$ cat src/rtl/maze_walker.sv
// maze_walker: moves the player tile by tile over a 20x15 wall bitmap and sequences title/levels/win.
// Optional level timer and lose screen are built only when MAZE_TIMEOUT_EN is defined.
module maze_walker #(
    parameter logic [4:0]  START1_X   = 5'd8,
    parameter logic [3:0]  START1_Y   = 4'd1,
    parameter logic [4:0]  START2_X   = 5'd1,
    parameter logic [3:0]  START2_Y   = 4'd1,
    parameter logic [4:0]  START3_X   = 5'd1,
    parameter logic [3:0]  START3_Y   = 4'd1,
    parameter logic [15:0] TIME_LIMIT = 16'd1800
) (
    input  logic         Clk,
    input  logic         Reset,
    input  logic         frame_tick,
    input  logic [7:0]   keycode,
    input  logic [299:0] C_map,
    output logic [2:0]   count,
    output logic         E_STATE,
    output logic [4:0]   player_x,
    output logic [3:0]   player_y,
    output logic         busy
);
    localparam logic [7:0] KEY_W     = 8'h1A;
    localparam logic [7:0] KEY_A     = 8'h04;
    localparam logic [7:0] KEY_S     = 8'h16;
    localparam logic [7:0] KEY_D     = 8'h07;
    localparam logic [7:0] KEY_ENTER = 8'h28;

    typedef enum logic [2:0] {
        S_TITLE,
        S_PLAY,
        S_CHECK,
        S_ADVANCE,
        S_LOST,
        S_WON
    } state_e;

    state_e            state_q, state_d;
    logic [2:0]        count_q, count_d;
    logic [4:0]        x_q, x_d;
    logic [3:0]        y_q, y_d;
    logic signed [5:0] tx_q, tx_d;
    logic signed [5:0] ty_q, ty_d;

    logic              is_dir;
    logic signed [5:0] step_x;
    logic signed [5:0] step_y;
    logic              off_grid;
    logic [8:0]        map_idx;
    logic              target_wall;
    logic              timeout;

    always_comb begin
        step_x = 6'sd0;
        step_y = 6'sd0;
        is_dir = 1'b1;
        case (keycode)
            KEY_W:   step_y = -6'sd1;
            KEY_S:   step_y = 6'sd1;
            KEY_A:   step_x = -6'sd1;
            KEY_D:   step_x = 6'sd1;
            default: is_dir = 1'b0;
        endcase
    end

    // Negative targets show up as the sign bit; the low bits only index the map when on-grid.
    assign off_grid    = tx_q[5] || ty_q[5] || (tx_q > 6'sd19) || (ty_q > 6'sd14);
    assign map_idx     = 9'd20 * {5'd0, ty_q[3:0]} + 9'd19 - {4'd0, tx_q[4:0]};
    assign target_wall = C_map[map_idx];

`ifdef MAZE_TIMEOUT_EN
    logic [15:0] timer_q, timer_d;

    // >= keeps the level expiring even if a CHECK-time tick stepped past the last PLAY value.
    assign timeout = (timer_q >= TIME_LIMIT - 16'd1);

    always_comb begin
        timer_d = timer_q;
        case (state_q)
            S_PLAY, S_CHECK: if (frame_tick) timer_d = timer_q + 16'd1;
            default:         timer_d = '0;
        endcase
    end

    always_ff @(posedge Clk) begin
        if (Reset) begin
            timer_q <= '0;
        end else begin
            timer_q <= timer_d;
        end
    end

    assign E_STATE = (state_q == S_LOST);
`else
    assign timeout = 1'b0;
    assign E_STATE = 1'b0;

    if (TIME_LIMIT == 16'd0) begin : g_untimed_levels
    end
`endif

    always_comb begin
        state_d = state_q;
        count_d = count_q;
        x_d     = x_q;
        y_d     = y_q;
        tx_d    = tx_q;
        ty_d    = ty_q;
        case (state_q)
            S_TITLE: begin
                if (keycode == KEY_ENTER) begin
                    count_d = count_q + 3'd1;
                    state_d = S_ADVANCE;
                end
            end
            S_PLAY: begin
                if (frame_tick) begin
                    if (timeout) begin
                        state_d = S_LOST;
                    end else if (is_dir) begin
                        tx_d    = $signed({1'b0, x_q}) + step_x;
                        ty_d    = $signed({2'b00, y_q}) + step_y;
                        state_d = S_CHECK;
                    end
                end
            end
            S_CHECK: begin
                state_d = S_PLAY;
                if (off_grid) begin
                    count_d = count_q + 3'd1;
                    state_d = S_ADVANCE;
                end else if (!target_wall) begin
                    x_d = tx_q[4:0];
                    y_d = ty_q[3:0];
                end
            end
            S_ADVANCE: begin
                // count already holds the new level here
                state_d = S_PLAY;
                case (count_q)
                    3'd1: begin
                        x_d = START1_X;
                        y_d = START1_Y;
                    end
                    3'd2: begin
                        x_d = START2_X;
                        y_d = START2_Y;
                    end
                    3'd3: begin
                        x_d = START3_X;
                        y_d = START3_Y;
                    end
                    default: state_d = S_WON;
                endcase
            end
            S_LOST, S_WON: begin
                if (keycode == KEY_ENTER) begin
                    state_d = S_TITLE;
                    count_d = '0;
                    x_d     = '0;
                    y_d     = '0;
                end
            end
            default: state_d = S_TITLE;
        endcase
    end

    always_ff @(posedge Clk) begin
        if (Reset) begin
            state_q <= S_TITLE;
            count_q <= '0;
            x_q     <= '0;
            y_q     <= '0;
            tx_q    <= '0;
            ty_q    <= '0;
        end else begin
            state_q <= state_d;
            count_q <= count_d;
            x_q     <= x_d;
            y_q     <= y_d;
            tx_q    <= tx_d;
            ty_q    <= ty_d;
        end
    end

    assign count    = count_q;
    assign player_x = x_q;
    assign player_y = y_q;
    assign busy     = (state_q == S_CHECK);

endmodule

$ cat config.mk
export PLATFORM = sky130hd
export DESIGN_NAME = maze_walker
export DESIGN_NICKNAME = d
export VERILOG_FILES = /design/src/rtl/maze_walker.sv
export SDC_FILE = /design/constraint.sdc
export NUM_CORES = 1
export LEC_CHECK = 0
export CAP_MARGIN = 20
export CORE_AREA = 2 2 126 128
export CTS_CLUSTER_SIZE = 10
export DETAILED_ROUTE_END_ITERATION = 8
export DIE_AREA = 0 0 128 130
export GPL_TIMING_DRIVEN = 0
export PLACE_DENSITY = 0.75
export SLEW_MARGIN = 20
export SYNTH_ARGS = -nofsm -noshare
export SYNTH_HDL_FRONTEND = slang
export SYNTH_SLANG_ARGS = --single-unit
$ cat constraint.sdc
create_clock -name Clk -period 3.8 [get_ports Clk]
set_input_delay 0.76 -clock Clk [delete_from_list [all_inputs] [get_ports Clk]]
set_output_delay 0.76 -clock Clk [all_outputs]
set_load 0.1 [all_outputs]
Word-level counts from Yosys, hierarchy flattened
Cells that the tools add are included.
Widths: inputs -> output; s select.
{ "word_totals": {"wordCells": 77, "out_inout_bits": 14, "regBits": 27, "input_bits": 311} }
{ "classes": {"eq_ne": 22, "multipliers": 1, "muxes": 25, "n_addsub": 5, "n_reduce_logical": 15, "order_cmp": 3} }
{ "op_table": {"columns": ["operator", "n"], "rows": [
  ["$pmux 6 s2", 2],
  ["$mux 3", 7],
  ["$eq 8x3->1 const B", 2],
  ["$eq 8x5->1 const B", 2],
  ["$mux 4", 4],
  ["$mux 5", 3],
  ["$pmux 3 s5", 1],
  ["$pmux 5 s3", 1],
  ["$ne 2x2->1 const B", 7],
  ["$eq 3x2->1 const B", 4],
  ["$pmux 4 s3", 1],
  ["$lt 9x10->1 const B", 1],
  ["$pmux 5 s2", 1],
  ["$reduce_and 5->1", 2],
  ["$add 9x5->9 const B", 1],
  ["$bmux 1 s9", 1],
  ["$pmux 3 s3", 1],
  ["$sub 9x5->9", 1],
  ["$eq 8x6->1 const B", 1],
  ["$reduce_and 4->1", 2],
  ["$mul 3x4->7 const A", 1],
  ["$add 5x6->6", 1],
  ["$add 6x6->6", 1],
  ["$eq 3x1->1 const B", 2],
  ["other kinds (15)", 21]
]} }

Depth between registers and ports, before layout
Gate-level depths: netlist of run 1.
{ "logic_depth": {"ltp_word": 8, "depth_mapped": 15} }

Worst setup path after synthesis of run 1
OpenSTA, ideal clock, no wires.
{ "synth_timing": {"kind": "register to register", "startpoint": "reg state_q[1]", "endpoint": "reg y_q[1] (netlist: player_y[1])", "t_arrival_ps": 3486, "t_required_ps": 3728, "stages_incl_launch_ff": 8, "slack_ps": 242, "period_less_slack_ps": 3558, "path_buffers": 1, "setup_time_ps": 72, "cell_sequence": "dfxtp_1 > inv_1 > nor3_1 > nor2b_1 > a211oi_1 > a21bo_1 > buf_6 > mux2i_1"} }
{ "synth_lines": {"columns": ["item", "line", "rtl"], "rows": [
  ["start, declared", "38", "state_e state_q, state_d;"],
  ["start signal, assigned", "177", "state_q <= state_d;"],
  ["$eq 3x2->1 *", null, null],
  ["net busy", "21", "output logic busy"],
  ["$ne 2x2->1 (no line) / $reduce_bool 3->1 (equally long branches)", null, null],
  ["$reduce_and 5->1 (no line)", null, null],
  ["end signal, assigned", "180", "y_q <= y_d;"],
  ["end, declared", "41", "logic [3:0] y_q, y_d;"]
]} }
The timed path passes the listed nets; every way through them passes the cells marked *.
A chain may end at the register's enable or synchronous reset.

Worst setup path in the final report of run 1
{ "layout_timing": {"startpoint": "reg tx_q[3]", "endpoint": "reg x_q[3] (netlist: player_x[3])"} }
{ "layout_between": {"elab_chain_cells": 5} }
{ "layout_lines": {"columns": ["item", "line", "rtl"], "rows": [
  ["start, declared", "42", "logic signed [5:0] tx_q, tx_d;"],
  ["start signal, assigned", "181", "tx_q <= tx_d;"],
  ["$sub 9x5->9 / $gt 6x6->1 (equally long branches)", "68, 67", null],
  ["$bmux 1 s9 / $logic_or 1x1->1 (equally long branches)", "69, 67", null],
  ["$mux 1 (not written as such) / $logic_or 1x1->1 (equally long branches)", "69, 67", null],
  ["$ne 2x2->1 (no line)", null, null],
  ["$reduce_and 5->1 (no line)", null, null],
  ["end signal, assigned", "172", "x_q <= '0;"],
  ["end signal, assigned", "179", "x_q <= x_d;"],
  ["end, declared", "40", "logic [4:0] x_q, x_d;"]
]} }
Several ways; a longest one is shown, not always the timed one. The select of a mux whose other input is x is not followed.

==> metrics, run 1 <==
run status=finished, final reports clean; vias post-DR=5,420; number of synthesized flops with an enable pin=0; Crit. End Element=register; Hold Crit Endpoint=ty_q[4]; DP Area=8110 sq um; # setup viols final=0; Slew headroom=33.7%; worst reg2reg path depth=13; cells after synthesis=around 470; Seq cells post-synth=27; Peak Freq=roughly 270 MHz; Max FO, Critical Path=10; Post-Syn Area per Cell=9.83 sq um; fin crit period=3.68 ns; dpl hpwl=about 19,000 um; post-synth top area share=29.5%; Cell Int Power=0.908 mW; hold depth=2; Root Buffer=clkbuf_16; Post-Place Setup Slack=-1.03 ns; worst-case clock skew=between 0.0015 and 0.002 ns; layout net count=1,145; Sw Share=a little over a third; Max VDD drop=~400 uV; Fillers=1,451; kind of critical path=register to register; Hold Crit Class=register to register; Remaining DRCs=0; CTS Buffer Depth=2; crit-path cells=inv_1 -> ha_1 -> ha_1 -> clkbuf_4 -> buf_4 -> buf_4 -> mux2i_1 -> a21oi_1 -> o41ai_2 -> o2111ai_2 -> a21bo_1 -> buf_6 -> a211oi_2; post-route setup slack=0.118 ns; Core Area=15,400 sq um; Worst Min Path Start=ty_q[4]; worst skew pair latency=between 0.2 and 0.3 ns; Placer Congestion=0.859; clock transition at the registers of the reported paths=0.07 ns; CP max stage delay=between 0.4 and 0.5 ns; PwrDens=around 170 nW/um^2; hold buffers post-CTS=0; wire per inst=22.5 um; Warnings, synthesis=0; first-pass GRT wire length=32,200 um; CTS tree=built; gr ovfl total=0; area delta synth->final=78.2%; Final Max Tran Viols=0; WP data arrival=3.86 ns; worst hold slack=0.502 ns; reg2reg setup slack=0.12 ns; Initial Util=30.2%; DR iter-0 viols=335; post-route cell area=a little over 8000 sq um; Clock Power Share=17.2%; I/O Buffers=322; number of global-route vias before repair=5,503; Die W=around 130 um; net switching power=0.503 mW; Die Ht=130 um; RSZ-0062 raised after global routing=no; number of antenna violations at the first check in global routing=5; layout cell share with drive strength beyond 1=14.0%; number of buffers created by CTS=3; final hold vios=0; H-tree depth=1; clock sinks=27; FF-to-FF End=player_x[3]; ranking of synthesized cells by area=mux4_2 30%, dfxtp_1 12%, mux2i_1 9.7%; top-count cell post-synth=mux4_2; most instantiated cells after synthesis=61 x mux4_2, 45 x mux2i_1, 37 x nor2_1, 29 x ha_1, 28 x inv_1; Total GRT Usage=25.9%; Main synth FF type=dfxtp_1; via/cell ratio=5.44; ys async rst share=0%; cell area after synthesis=approximately 4700 sq um; Yosys top cell by area=mux4_2; Net Count, Synth=817; sequential area share after synthesis=11.6%; critical path startpoint category=register; CP Data Required Time=~4.0 ns; period utilization=96.9%; Placement Rows=46; routed wire length=22,400 um; drt first pass iters=5; Seq pwr share=approximately a quarter; Worst path slowest cell=o41ai_2; Logic pwr share=58.8%; actual slew at the worst max-slew pin=0.991 ns; die area=16,600 sq um; # Max-Cap Violations=0; worst r2r src=tx_q[3]; largest net degree at the start of global routing=16; Leak=just under 3 nW; ANT nets after route=0; io pins=325; Unique masters post-synth=63
timing repair:
action | 4_1_cts | 5_1_grt
buffers inserted | 0 | 1
pin swaps | 0 | 3
resized for setup | 14 | 17
endpoints found under the setup margin | 9 | 9
cell type report:
cell class | instances | area [sq um] | area share [%]
clock buffers | 3 | 75.1 | 0.906
plain buffers | 36 | 236 | 2.85
well taps | 192 | 240 | 2.90
clock inverters | 1 | 5.00 | 0.0604
multi-input cells | 381 | 3840 | 46.3
flip-flops and latches | 27 | 544 | 6.57
inverters | 29 | 109 | 1.31
diodes | 4 | 10.0 | 0.121
repair buffers | 323 | 3230 | 39.0
layer usage:
metal	up-vias	part of all wire, %	track usage, %
li1	2519	-	-
met1	2579	40	30.7
met2	282	47	44.5
met3	38	10	8.65
met4	2	2.8	8.02
met5	-	0.058	0
state kept, by name, indices dropped and copies added (netlist names):
register  count
count         3
player_x      5
player_y      4
state_q       3
tx_q          6
ty_q          6
kinds of logic after synthesis:
group                      count (synthesis)  synth area share [%]
xor gates and xnor gates                  16                  3.01
muxes                                    111                  40.4
buffers and inverters                     65                  6.91
other                                      1                0.0806
AOI/OAI and AO/OA                        111                  16.9
DFF                                       27                  11.6
adders and majority gates                 33                  9.52
and+or+nand+nor                          109                  11.5
worst max-delay path, delay by kind of cell, from the launching register on:
kind	cells	cell delay [ns]
multiplexers	1	0.36
adder cells (fa/ha/maj)	2	0.59
flip-flops	1	0.39
buffers and inverters	5	0.98
AO/OA/AOI/OAI	5	1.27
worst max-delay path by stage:
stage	to	depth (start not counted)	startpoint	slack (ns)
finish	player_x[3]	13	tx_q[3]	0.12
floorplan	player_y[1]	7	state_q[1]	0.24
global placement	player_x[3]	13	tx_q[3]	-0.97
detailed placement	player_x[0]	13	tx_q[3]	-1.03
global route	player_x[3]	13	ty_q[1]	0.004
CTS	player_x[3]	13	ty_q[1]	0.03
through the flow:
step | utilization (%) | power, mW | setup TNS (ns) | std cells
2_1_floorplan | - | 0.738 | 0 | 473
3_3_place_gp | 52.6 | 1.16 | -8.51 | 987
3_5_place_dp | 52.6 | 1.16 | -8.91 | 987
4_1_cts | 53.4 | 1.41 | 0 | 991
5_1_grt | 53.7 | 1.48 | 0 | 994
6_report | 53.7 | 1.41 | 0 | 996
power groups by stage:
| stage | registers, mW | logic (mW) | clock network [mW] |
|---|---|---|---|
| finish | 0.338 | 0.830 | 0.243 |
| global route | 0.343 | 0.877 | 0.261 |
| CTS | 0.338 | 0.825 | 0.244 |
| detailed placement | 0.343 | 0.819 | 0 |
| global placement | 0.344 | 0.812 | 0 |
| floorplan | 0.463 | 0.274 | 0 |
placed cells by master, fill, tap and decap left out, drive strengths merged, types with 4 or more instances in the layout:
master / count
nand3: 5
dfxtp: 27
clkbuf: 17
buf: 23
a221oi: 8
o211ai: 4
nor4: 4
mux4: 61
xor2: 8
nor2b: 6
a21oi: 27
xnor2: 8
nor2: 37
a211oi: 13
clkdlybuf4s50: 322
diode: 4
mux2i: 45
ha: 29
nand2: 21
or3: 6
fa: 4
nand2b: 12
mux2: 5
a21o: 6
inv: 29
o21ai: 13
nor3: 8
a22oi: 5
(Power assumes the default switching activity.)
==> run 2: changes to the inputs <==
- SETUP_SLACK_MARGIN: unset -> 0.3
- clock period: 3.8 -> 4.2 ns (I/O delays scaled with it)
==> run 2 against run 1 <==
Non-clock buffer count did not move. Worst setup slack gained 0.29 ns. Via count increased by 1.1%. Sequential power is 9.5% lower. Final cell count did not move. Highest routed layer unchanged. Maximum frequency decreased by 2.8%. Register-to-register slack better by 0.29 ns. Die area did not move. Clock skew grew 0.0014 ns. Hold slack barely moved. Sequential share of layout area hardly changed.
==> metrics, run 2 (same netlist as run 1, synthesis figures left out) <==
run status=finished, final reports clean; actual slew at the worst max-slew pin=0.991 ns; layout net count=1,145; Crit. End Element=register; critical path startpoint category=register; reg2reg setup slack=just over 0.4 ns; clock transition at the registers of the reported paths=0.07 ns; die area=16,600 sq um; RSZ-0062 raised after global routing=no; Total Power=1.28 mW; Fillers=1,449; fin crit period=3.79 ns; Final Max Tran Viols=0; layout cell share with drive strength beyond 1=roughly 14%; area occupied by multi-input gates=roughly 3800 sq um; Placement Rows=46; Max FO, Critical Path=10; Logic pwr share=58.9%; kind of critical path=register to register; vias post-DR=5,477; Die W=128 um; CTS Buffer Depth=2; io pins=325; Root Buffer=clkbuf_16; placed cell count=approximately 990; Non-Filler Instances=996; final hold vios=0; worst r2r src=tx_q[3]; worst skew pair latency=0.26 ns; post-route cell area=8260 sq um; commonest cells after routing, fill and taps aside=322 x clkdlybuf4s50_1, 61 x mux4_2, 45 x mux2i_1; most common cell after layout, fill and taps aside=clkdlybuf4s50_1; clock sinks=27; Leak=2.95 nW; worst-case clock skew=between 0.003 and 0.004 ns; Total GRT Usage=25.8%; gr ovfl total=0; Hold Crit Endpoint=ty_q[4]; DR iter-0 viols=around 310; # Max-Cap Violations=0; Max VDD drop=359 uV; Remaining DRCs=0; ANT nets after route=0; Sw Share=35.6%; Peak Freq=264 MHz; post-route setup slack=0.411 ns; # setup viols final=0; setup_tns=0 ns; FF-to-FF End=player_x[3]; Worst Min Path Start=ty_q[4]; Cell Int Power=0.821 mW; FF+latch area=542 sq um; number of global-route vias before repair=around 5.5k; drt first pass iters=5; net switching power=0.454 mW; WP data arrival=3.97 ns; dpl hpwl=19,200 um; largest net degree at the start of global routing=16; Slew headroom=33.7%; via/cell ratio=5.50; Core Area=15,400 sq um; number of buffers created by CTS=3; number of antenna violations at the first check in global routing=5; hold buffers post-CTS=0; Post-Place Setup Slack=-0.630 ns; first-pass GRT wire length=32,200 um; Clock Power Share=17.1%; hold depth=2; Die Ht=130 um; wire per inst=around 22 um; Placer Congestion=0.859; CP Data Required Time=4.38 ns; CTS tree=built; area delta synth->final=77.7%; Seq pwr share=a little under a quarter; period utilization=~90%; I/O Buffers=about 320; Hold Crit Class=register to register; H-tree depth=1; DP Area=8110 sq um; Initial Util=~30%; routed wire length=22,400 um; PwrDens=154 nW/um^2; worst reg2reg path depth=13
## run 2: cell counts in the layout (fill, tap and decap cells not counted)
No cell type changed its count.
## run 2: repair_timing
| item | in CTS | in global routing |
|---|---|---|
| gates resized for setup | 10 | 11 |
| cloned | 0 | 0 |
| endpoints found under the setup margin | 9 | 9 |
| pin swaps | 0 | 2 |
| setup buffers | 0 | 1 |
## run 2: area by class of cell
class                      count  area share [%]
clock inverter                 1          0.0606
multi-input combinational    381            46.3
tap                          192            2.91
buffer                        36            2.77
sequential                    27            6.56
clock buffer                   3           0.909
inverter                      29            1.32
timing repair buffer         323            39.1
antenna                        4           0.121
## run 2: worst max-delay path, cell delays in order (launching register included)
cell	delay, ns
dfxtp_1	0.39
inv_1	0.06
ha_1	0.30
ha_1	0.31
clkbuf_2	0.30
buf_4	0.29
buf_4	0.26
mux2i_1	0.37
a21oi_1	0.15
o41ai_2	0.44
o2111ai_2	0.22
a21bo_1	0.25
buf_6	0.15
a211oi_2	0.22
## run 2: stage by stage
| stage | hold WS [ns] | util (%) |
|---|---|---|
| 6_report | 0.502 | 53.6 |
| 3_5_place_dp | 0.486 | 52.6 |
| 5_1_grt | 0.515 | 53.5 |
| 2_1_floorplan | 0.455 | - |
| 4_1_cts | 0.498 | 53.3 |
| 3_3_place_gp | 0.476 | 52.6 |
## run 2: how the worst max path moves through the flow
stage,start,to,slack [ns],cells past startpoint
final,tx_q[3],player_x[3],0.41,13
after global routing,ty_q[3],player_x[3],0.32,13
after CTS,ty_q[1],player_x[3],0.32,13
after detailed placement,tx_q[3],player_x[0],-0.63,13
after global placement,tx_q[3],player_x[3],-0.57,13
after floorplan,state_q[1],player_y[1],0.64,7
## run 2: power groups by stage
stage | Clock, mW | Combinational (mW) | Sequential [mW]
after global placement | 0 | 0.735 | 0.311
after CTS | 0.221 | 0.746 | 0.305
after floorplan | 0 | 0.248 | 0.419
after global routing | 0.236 | 0.793 | 0.310
final | 0.218 | 0.751 | 0.306
after detailed placement | 0 | 0.741 | 0.311
## run 2: layer usage
| metal | global-route usage (%) | vias to the layer above | wire (um) |
|---|---|---|---|
| li1 | - | 2519 | - |
| met1 | 30.7 | 2616 | 8820 |
| met2 | 44.5 | 298 | 10500 |
| met3 | 8.65 | 42 | 2390 |
| met4 | 8.02 | 2 | 643 |
| met5 | 0 | - | 13 |
==> run 3: changes to the inputs <==
- PLACE_DENSITY: 0.75 -> 0.67
==> run 3 against run 2 <==
Hold slack lost 0.0027 ns. Critical path depth unchanged. Combinational power up 1%. Global-route usage is 0.98 points higher. Sequential cell count did not move. Register-to-register slack got worse by 0.03 ns. Final cell count down 0.20%. Utilization decreased by 0.073 points. Maximum frequency shrank 0.69%. Clock skew barely moved. Critical path type unchanged. Largest cell class unchanged.
==> metrics, run 3 (same netlist as run 1, synthesis figures left out) <==
commonest cells after routing, fill and taps aside=322 x clkdlybuf4s50_1, 61 x mux4_2, 45 x mux2i_1; ANT nets after route=0; worst-case clock skew=0.00358 ns; Cell Int Power=just over 0.8 mW; RSZ-0062 raised after global routing=no; number of global-route vias before repair=about 6k; fin crit period=3.82 ns; CTS Buffer Depth=2; Peak Freq=262 MHz; gr ovfl total=0; layout cell share with drive strength beyond 1=13.1%; CTS tree=built; Leak=slightly below 3 nW; clock sinks=27; crit-path cells=inv_1 -> ha_1 -> ha_1 -> clkbuf_4 -> buf_4 -> clkbuf_4 -> mux2i_1 -> a21oi_1 -> o41ai_2 -> o2111ai_2 -> a21bo_1 -> buf_6 -> a211oi_2; Root Buffer=clkbuf_16; Final Max Tran Viols=0; run status=finished, final reports clean; worst hold slack=0.499 ns; Worst Min Path Start=ty_q[4]; Sw Share=36.1%; post-route cell area=8250 sq um; DR iter-0 viols=445; Max FO, Critical Path=10; drt first pass iters=5; most common cell after layout, fill and taps aside=clkdlybuf4s50_1; worst skew pair latency=roughly 0.26 ns; Hold Crit Class=register to register; number of antenna violations at the first check in global routing=4; kind of critical path=register to register; Seq pwr share=24.0%; worst reg2reg path depth=13; first-pass GRT wire length=approximately 34,000 um; Slew headroom=31.4%; H-tree depth=1; Die W=around 130 um; net switching power=0.466 mW; CP max stage delay=0.48 ns; layout net count=between 1k and 1.5k; DP Area=8110 sq um; Die Ht=130 um; hold depth=2; PwrDens=156 nW/um^2; I/O Buffers=322; Crit. End Element=register; actual slew at the worst max-slew pin=between 1 and 1.5 ns; Logic pwr share=between 50% and 60%; FF-to-FF End=player_x[0]; WP data arrival=4.00 ns; Total GRT Usage=26.8%; area delta synth->final=77.4%; Initial Util=approximately 30%; reg2reg setup slack=0.38 ns; largest net degree at the start of global routing=17; die area=16,600 sq um; wire per inst=around 23 um; vias post-DR=5,567; routed wire length=23,300 um; # Max-Cap Violations=0; Hold Crit Endpoint=ty_q[4]; io pins=325; # setup viols final=0; Worst path slowest cell=o41ai_2; critical path startpoint category=register; dpl hpwl=19,800 um; final hold vios=0; Placement Rows=between 40 and 50; CP Data Required Time=roughly 4.4 ns; via/cell ratio=5.60; Max VDD drop=266 uV; Core Area=15,400 sq um; setup_tns=0 ns; clock transition at the registers of the reported paths=0.07 ns; number of buffers created by CTS=3; worst r2r src=tx_q[3]; post-route setup slack=roughly 0.38 ns; Remaining DRCs=0; period utilization=90.8%; Post-Place Setup Slack=-0.766 ns; Clock Power Share=17.1%; Placer Congestion=0.921
[run 3: cell types whose count changed in the layout (fill, tap and decap cells not counted), moves of 2 or more]
cell / before / now
diode_2: 4 / 2
clkbuf_2: 7 / 4
clkbuf_1: 7 / 9
clkbuf_4: 0 / 2
[run 3: area by class of cell]
class                           count  area, sq um
Tap cell                          192          240
Timing Repair Buffer              323         3230
Inverter                           29          109
Multi-Input combinational cell    381         3810
Sequential cell                    27          541
Clock inverter                      1         7.51
Buffer                             36          229
Fill cell                        1367         7170
Clock buffer                        3         75.1
Antenna cell                        2         5.00
[run 3: worst max path at each step]
stage             endpoint       start
6_report       player_x[0]     tx_q[3]
5_1_grt        player_x[4]     ty_q[1]
4_1_cts        player_x[0]     ty_q[0]
3_5_place_dp   player_x[0]     tx_q[3]
3_3_place_gp   player_x[3]     tx_q[3]
2_1_floorplan  player_y[1]  state_q[1]
[run 3: power groups by stage]
stage               sequential, mW  clock [mW]  combinational (mW)
floorplan                    0.419           0               0.248
finish                       0.309       0.220               0.759
CTS                          0.310       0.224               0.755
global placement             0.314           0               0.730
global route                 0.312       0.232               0.804
detailed placement           0.314           0               0.749
[run 3: repair_timing]
item | in CTS | in global routing
pin swaps | 0 | 1
endpoints found under the setup margin | 9 | 9
buffers inserted | 0 | 1
hold buffers | 0 | 0
gates resized for setup | 9 | 9
[run 3: critical path, delay by kind of cell, from the launching register on]
kind	cells	cell delay [ns]
flops	1	0.42
mux	1	0.35
buf+inv	5	1.05
compound gates	5	1.32
fa+ha+maj	2	0.60
[run 3: per-stage QoR]
stage / util (%) / power, mW / instances
3_3_place_gp: 52.6 / 1.04 / 987
6_report: 53.5 / 1.29 / 994
4_1_cts: 53.3 / 1.29 / 991
5_1_grt: 53.5 / 1.35 / 992
3_5_place_dp: 52.6 / 1.06 / 987
2_1_floorplan: - / 0.667 / 473
[run 3: routing by layer]
metal  wire (um)  track usage [%]
met3        2750             9.10
met4         445             4.98
met1        8500             30.2
met2       11600             49.7
met5          25                0
